## src/rtl/fifo_ctrl_if.sv

```systemverilog
// Bundle of the FIFO-bank control signals: configuration requests, per-FIFO status in,
// and the applied thresholds and controller status out.
interface fifo_ctrl_if #(
  parameter int NUM_FIFOS = 8,
  parameter int PTR       = 3
);
  logic                 init;
  logic [PTR-1:0]       full_threshold;
  logic [PTR-1:0]       empty_threshold;
  logic [NUM_FIFOS-1:0] fifos_empty;
  logic [NUM_FIFOS-1:0] fifos_error;
  logic                 err_clear;
  logic [PTR-1:0]       fifos_full_threshold;
  logic [PTR-1:0]       fifos_empty_threshold;
  logic                 idle;
  logic                 error;
  logic [NUM_FIFOS-1:0] error_fifo;
  logic                 cfg_invalid;
  logic [2:0]           state;

  modport master (
    output init, full_threshold, empty_threshold, fifos_empty, fifos_error, err_clear,
    input  fifos_full_threshold, fifos_empty_threshold, idle, error, error_fifo,
           cfg_invalid, state
  );

  modport slave (
    input  init, full_threshold, empty_threshold, fifos_empty, fifos_error, err_clear,
    output fifos_full_threshold, fifos_empty_threshold, idle, error, error_fifo,
           cfg_invalid, state
  );
endinterface

```

## src/rtl/fifo_ctrl_fsm.sv

```systemverilog
// Control FSM for the switch FIFO bank: threshold configuration, idle debounce and
// sticky error trapping.
//
// state  | meaning
// RESET  | just out of reset, moves to INIT
// INIT   | accepting threshold configuration
// IDLE   | configured, every FIFO empty
// ACTIVE | traffic present, debouncing the return to idle
// ERROR  | overflow/underflow trapped, waiting for err_clear
module fifo_ctrl_fsm #(
  parameter int NUM_FIFOS = 8,
  parameter int PTR       = 3,
  parameter int IDLE_DLY  = 4
) (
  input logic        clk,
  input logic        reset,
  fifo_ctrl_if.slave bus
);
  localparam logic [2:0] S_RESET  = 3'd0;
  localparam logic [2:0] S_INIT   = 3'd1;
  localparam logic [2:0] S_IDLE   = 3'd2;
  localparam logic [2:0] S_ACTIVE = 3'd3;
  localparam logic [2:0] S_ERROR  = 3'd4;

  localparam int              CW       = $clog2(IDLE_DLY + 1);
  localparam logic [CW-1:0]   CNT_LAST = CW'(IDLE_DLY - 1);

  logic [2:0]           state_q, state_d;
  logic [PTR-1:0]       full_thr_q, full_thr_d;
  logic [PTR-1:0]       empty_thr_q, empty_thr_d;
  logic                 cfg_valid_q, cfg_valid_d;
  logic [CW-1:0]        empty_cnt_q, empty_cnt_d;
  logic [NUM_FIFOS-1:0] error_fifo_q, error_fifo_d;
  logic                 cfg_invalid_q, cfg_invalid_d;
  logic                 idle_q, idle_d;
  logic                 error_q, error_d;

  logic all_empty, any_err, cfg_ok;

  assign all_empty = &bus.fifos_empty;
  assign any_err   = |bus.fifos_error;
  assign cfg_ok    = bus.full_threshold > bus.empty_threshold;

  always_comb begin
    state_d       = state_q;
    full_thr_d    = full_thr_q;
    empty_thr_d   = empty_thr_q;
    cfg_valid_d   = cfg_valid_q;
    empty_cnt_d   = '0;
    error_fifo_d  = error_fifo_q;
    cfg_invalid_d = 1'b0;
    case (state_q)
      S_RESET: state_d = S_INIT;
      S_INIT: begin
        if (bus.init) begin
          if (cfg_ok) begin
            full_thr_d  = bus.full_threshold;
            empty_thr_d = bus.empty_threshold;
            cfg_valid_d = 1'b1;
          end else begin
            cfg_invalid_d = 1'b1;
          end
        end else if (cfg_valid_q) begin
          state_d = S_IDLE;
        end
      end
      S_IDLE: begin
        error_fifo_d = error_fifo_q | bus.fifos_error;
        if (any_err)        state_d = S_ERROR;
        else if (bus.init)  state_d = S_INIT;
        else if (!all_empty) state_d = S_ACTIVE;
      end
      S_ACTIVE: begin
        error_fifo_d = error_fifo_q | bus.fifos_error;
        if (any_err) begin
          state_d = S_ERROR;
        end else if (all_empty) begin
          // the counter only ever reaches IDLE_DLY-1, so it cannot wrap
          if (empty_cnt_q == CNT_LAST) state_d = S_IDLE;
          else                         empty_cnt_d = empty_cnt_q + CW'(1);
        end
      end
      S_ERROR: begin
        if (bus.err_clear) begin
          error_fifo_d = '0;
          state_d      = S_INIT;
        end else begin
          error_fifo_d = error_fifo_q | bus.fifos_error;
        end
      end
      default: state_d = S_RESET;
    endcase
    idle_d  = (state_d == S_IDLE);
    error_d = (state_d == S_ERROR);
  end

  always_ff @(posedge clk) begin
    if (!reset) begin
      state_q       <= S_RESET;
      full_thr_q    <= '0;
      empty_thr_q   <= '0;
      cfg_valid_q   <= 1'b0;
      empty_cnt_q   <= '0;
      error_fifo_q  <= '0;
      cfg_invalid_q <= 1'b0;
      idle_q        <= 1'b0;
      error_q       <= 1'b0;
    end else begin
      state_q       <= state_d;
      full_thr_q    <= full_thr_d;
      empty_thr_q   <= empty_thr_d;
      cfg_valid_q   <= cfg_valid_d;
      empty_cnt_q   <= empty_cnt_d;
      error_fifo_q  <= error_fifo_d;
      cfg_invalid_q <= cfg_invalid_d;
      idle_q        <= idle_d;
      error_q       <= error_d;
    end
  end

  assign bus.state                 = state_q;
  assign bus.fifos_full_threshold  = full_thr_q;
  assign bus.fifos_empty_threshold = empty_thr_q;
  assign bus.idle                  = idle_q;
  assign bus.error                 = error_q;
  assign bus.error_fifo            = error_fifo_q;
  assign bus.cfg_invalid           = cfg_invalid_q;
endmodule

```

## src/flat_wrapper.sv

```systemverilog
// flat-port wrapper written by rule: the top's interface ports become plain ports
module fifo_ctrl_fsm_flat 
#(
  parameter int NUM_FIFOS = 8,
  parameter int PTR       = 3,
  parameter int IDLE_DLY  = 4
)
  (clk, reset, bus_init, bus_full_threshold, bus_empty_threshold, bus_fifos_empty, bus_fifos_error, bus_err_clear, bus_fifos_full_threshold, bus_fifos_empty_threshold, bus_idle, bus_error, bus_error_fifo, bus_cfg_invalid, bus_state);
  fifo_ctrl_if #(.NUM_FIFOS(NUM_FIFOS), .PTR(PTR)) bus_i ();
  input logic clk;
  input logic reset;
  input wire logic [$bits(bus_i.init)-1:0] bus_init;
  input wire logic [$bits(bus_i.full_threshold)-1:0] bus_full_threshold;
  input wire logic [$bits(bus_i.empty_threshold)-1:0] bus_empty_threshold;
  input wire logic [$bits(bus_i.fifos_empty)-1:0] bus_fifos_empty;
  input wire logic [$bits(bus_i.fifos_error)-1:0] bus_fifos_error;
  input wire logic [$bits(bus_i.err_clear)-1:0] bus_err_clear;
  output wire logic [$bits(bus_i.fifos_full_threshold)-1:0] bus_fifos_full_threshold;
  output wire logic [$bits(bus_i.fifos_empty_threshold)-1:0] bus_fifos_empty_threshold;
  output wire logic [$bits(bus_i.idle)-1:0] bus_idle;
  output wire logic [$bits(bus_i.error)-1:0] bus_error;
  output wire logic [$bits(bus_i.error_fifo)-1:0] bus_error_fifo;
  output wire logic [$bits(bus_i.cfg_invalid)-1:0] bus_cfg_invalid;
  output wire logic [$bits(bus_i.state)-1:0] bus_state;
  assign bus_i.init = bus_init;
  assign bus_i.full_threshold = bus_full_threshold;
  assign bus_i.empty_threshold = bus_empty_threshold;
  assign bus_i.fifos_empty = bus_fifos_empty;
  assign bus_i.fifos_error = bus_fifos_error;
  assign bus_i.err_clear = bus_err_clear;
  assign bus_fifos_full_threshold = bus_i.fifos_full_threshold;
  assign bus_fifos_empty_threshold = bus_i.fifos_empty_threshold;
  assign bus_idle = bus_i.idle;
  assign bus_error = bus_i.error;
  assign bus_error_fifo = bus_i.error_fifo;
  assign bus_cfg_invalid = bus_i.cfg_invalid;
  assign bus_state = bus_i.state;
  fifo_ctrl_fsm #(.NUM_FIFOS(NUM_FIFOS), .PTR(PTR), .IDLE_DLY(IDLE_DLY)) u_core (.clk(clk), .reset(reset), .bus(bus_i));
endmodule
```

## config.mk

```make
export PLATFORM = sky130hd
export DESIGN_NAME = fifo_ctrl_fsm_flat
export DESIGN_NICKNAME = d
export VERILOG_FILES = /design/src/rtl/fifo_ctrl_if.sv /design/src/rtl/fifo_ctrl_fsm.sv /design/src/flat_wrapper.sv
export SDC_FILE = /design/constraint.sdc
export NUM_CORES = 1
export LEC_CHECK = 0
export CORE_AREA = 2 2 78 43
export DETAILED_ROUTE_END_ITERATION = 10
export DIE_AREA = 0 0 80 45
export GPL_TIMING_DRIVEN = 0
export MAX_ROUTING_LAYER = met4
export PLACE_DENSITY_LB_ADDON = 0.3
export SYNTH_ARGS = -nofsm -noshare
export SYNTH_HDL_FRONTEND = slang
export SYNTH_SLANG_ARGS = --single-unit
export TNS_END_PERCENT = 10
```

## constraint.sdc

```tcl
create_clock -name clk -period 1.7 [get_ports clk]
set_input_delay 0.34 -clock clk [delete_from_list [all_inputs] [get_ports clk]]
set_output_delay 0.34 -clock clk [all_outputs]
set_load 0.005 [all_outputs]
```

==> results_dict.tcl <==
set metrics [dict create \
    start_util 0.370 \
    first_iter_violations 84 \
    die-area_mm2 0.00360 \
    hpwl_um 2120 \
    maxUsedRoutingLayer "met4" \
    overflow 0 \
    port-buffer-count 44 \
    synthToLayoutAreaGrowth_pct 64.2 \
    path_common_cell "ha_4" \
    max_freq_mhz 585 \
    wl_met2_um 1470 \
    synth_top_area_frac 0.452 \
    critPathSlowestCell "a2111oi_1" \
    holdBufCountCts 0 \
    drive_gt1_frac 0.208 \
    h-tree-depth 1 \
    reg2reg_depth 7 \
    crit_chain "ha_4, ha_4, buf_4, inv_1, a2111oi_1, o32ai_1, a211oi_2" \
    dp.cells 199 \
    path_class "reg2reg" \
    route.met3.wl_um 96 \
    ys_async_sr_fraction 0 \
    setup_violations 2 \
    die_y_um 45 \
    cts.clk_slew.worst_paths_ps 80 \
    fin_skew_ps 2.52 \
    antenna_found_initial 0 \
    drt_wl_total_um 2930 \
    power-per-cell-area_mw_per_mm2 656 \
    cts.root.buffer_cell "clkbuf_8" \
    crit_arrival_ps 1890 \
    grt_pass1_wl_um 4330 \
    syn-mean-instance-area_um2 9.25 \
    slew-limit-headroom 0.683 \
    avgViaCountPerCell 4.82 \
    gp_congestion 0.710 \
    crit_fanout 2 \
    nFillCells 229 \
    setup_ws_ps -9.13 \
    period_minus_slack_ps 1710 \
    first_pass_iters 4 \
    synthTopCellsByArea "dfxtp_1 (45%), nand2_1 (6.4%), ha_1 (5.9%), mux2i_1 (5.6%), a21oi_1 (5.2%)" \
    report.final.slew_viol_count 0 \
    synth_top_area_cell "dfxtp_1" \
    placed_area_mm2 0.00155 \
    post_drt_wl_per_cell_um 14.1 \
    cp.depth 7 \
    cp-start-kind "flop" \
    die_w_um 80 \
    p_leak_nw 0.688 \
    std_cell_rows 14 \
    final_hold_viol_count 0 \
    cpPeakStageDelay_ps 450 \
    fin_cells 208 \
    worst_pin_slew_ps 474 \
    max-cap-violations 0 \
    rsz0062_at_grt "true" \
    grt_usage 0.166 \
    core-area_mm2 0.00287 \
    cts_tree "yes" \
    failed_checks "negative setup slack" \
    synth-edff-count 0 \
    fin_crit_sh 1.01 \
    crit_path_end_kind "flop" \
    synthTopCellsByCount "dfxtp_1 (24), nand2_1 (18), a21oi_1 (11), nor2_1 (11), inv_1 (8)" \
    numClockSinks 24 \
    ys_warn_count 0 \
    tns_ps -16.8 \
    synthFlopType "dfxtp_1" \
    design_area_mm2 0.00175 \
    cts_buffer_depth 2 \
    post-synth-top-count-cell "dfxtp_1" \
    required_ps 1880 \
    synth-seq-cells 24 \
    pre_cts_ws_ps -569 \
    syn-instance-count 115 \
    clock_latency_ps 260 \
    ios 46 \
    seq_area_frac_synth 0.452 \
    remaining_drc_errors 0 \
    antennaDiodeCount 0 \
    vias 1003 \
    first_global_vias 928 \
    hold_class "in2reg" \
    grt_max_degree 14 \
    cp.buffers_inverters 2 \
    crit_family "compound AO/OA/AOI/OAI gates" \
    outcome "finished with violations" \
    rrSetupSlack_ps -9 \
    cts-buffers-inserted 3 \
    hold_path_depth 3 \
    syn_area_mm2 0.00106 \
    drt-met1-wl_um 1330 \
    synth_cell_types 31 \
    ir_drop_mv 0.471 \
    syn_nets 146 \
    nets 200 \
    ant_nets 0 \
]
## routing by layer
layer,GRT usage,up-vias
met5,-,-
met3,0.0520,4
met2,0.270,22
met4,0.0441,0
met1,0.203,473
li1,-,504
## registers in the layout, summed over array words and instances (netlist names)
signal / cells
u_core.bus.cfg_invalid: 1
u_core.cfg_valid_q: 1
u_core.bus.error: 1
u_core.bus.state: 3
u_core.bus.fifos_empty_threshold: 3
u_core.bus.fifos_full_threshold: 3
u_core.empty_cnt_q: 3
u_core.bus.idle: 1
u_core.bus.error_fifo: 8
## final cells by class
type / instances / area, µm² / area share
clock buffers: 4 / 55.1 / 0.0315
multi-input cells: 81 / 623 / 0.357
flip-flops and latches: 24 / 483 / 0.277
plain buffers: 2 / 8.76 / 0.00501
well taps: 40 / 50.0 / 0.0287
repair buffers: 49 / 497 / 0.284
inverters: 8 / 30.0 / 0.0172
## report_power, final
group	switching, W	internal (W)	total (W)
Clock	0.000174	0.000207	0.000380
Combinational	0.0000758	0.000105	0.000181
Sequential	0.00000990	0.000575	0.000584
## final timing paths
check	startpoint	endpoint
setup reg to reg	u_core.empty_cnt_q[1]	u_core.bus.idle
hold reg to reg	u_core.bus.fifos_empty_threshold[1]	u_core.bus.fifos_empty_threshold[1]
setup / recovery	u_core.empty_cnt_q[1]	u_core.bus.idle
hold / removal	bus_empty_threshold[1]	u_core.bus.fifos_empty_threshold[1]
## worst register-to-register path, stage by stage, from the launching register on
cell and delay, ps:
dfxtp_1 370, ha_4 150, ha_4 120, buf_4 100
inv_1 30, a2111oi_1 450, o32ai_1 180, a211oi_2 230
## cells by family after synthesis
logic type	Yosys count	synth area share
compound gates	22	0.135
fa+ha+maj	5	0.0588
buf+inv	10	0.0365
flops	24	0.452
mux	6	0.0565
simple gates	48	0.261
## repair_timing
action | 4_1_cts | 5_1_grt
pin swaps | 1 | 8
cloned | 0 | 0
setup endpoints to repair | 11 | 13
setup buffers | 2 | 3
gates resized for setup | 5 | 21
## placed cells by master, fill, tap and decap left out, types with 2 or more instances in the layout
cell type        Yosys  final
nand2_1             18     18
nand2b_1             2      2
inv_1                8      8
clkdlybuf4s50_1      0     38
dlymetal6s2s_1       0      6
dfxtp_2              0      2
mux2i_1              6      5
nor2b_1              3      2
nor4_4               2      2
nor2_2               0      3
o21ai_2              1      2
o21ba_2              2      2
ha_4                 0      3
nand4_1              2      2
clkbuf_8             0      4
buf_4                0      4
a21oi_1             11     11
nor2_1              11      8
ha_1                 5      2
dfxtp_1             24     22
## metrics by stage
stage | hold slack [ps] | total power [W] | util
6_report | 379 | 0.00115 | 0.608
5_1_grt | 374 | 0.00121 | 0.608
4_1_cts | 414 | 0.00115 | 0.571
3_5_place_dp | 413 | 0.000757 | 0.541
3_3_place_gp | 403 | 0.000753 | 0.541
2_1_floorplan | 396 | 0.000653 | -
No activity file was read; power rests on OpenSTA's default activity.
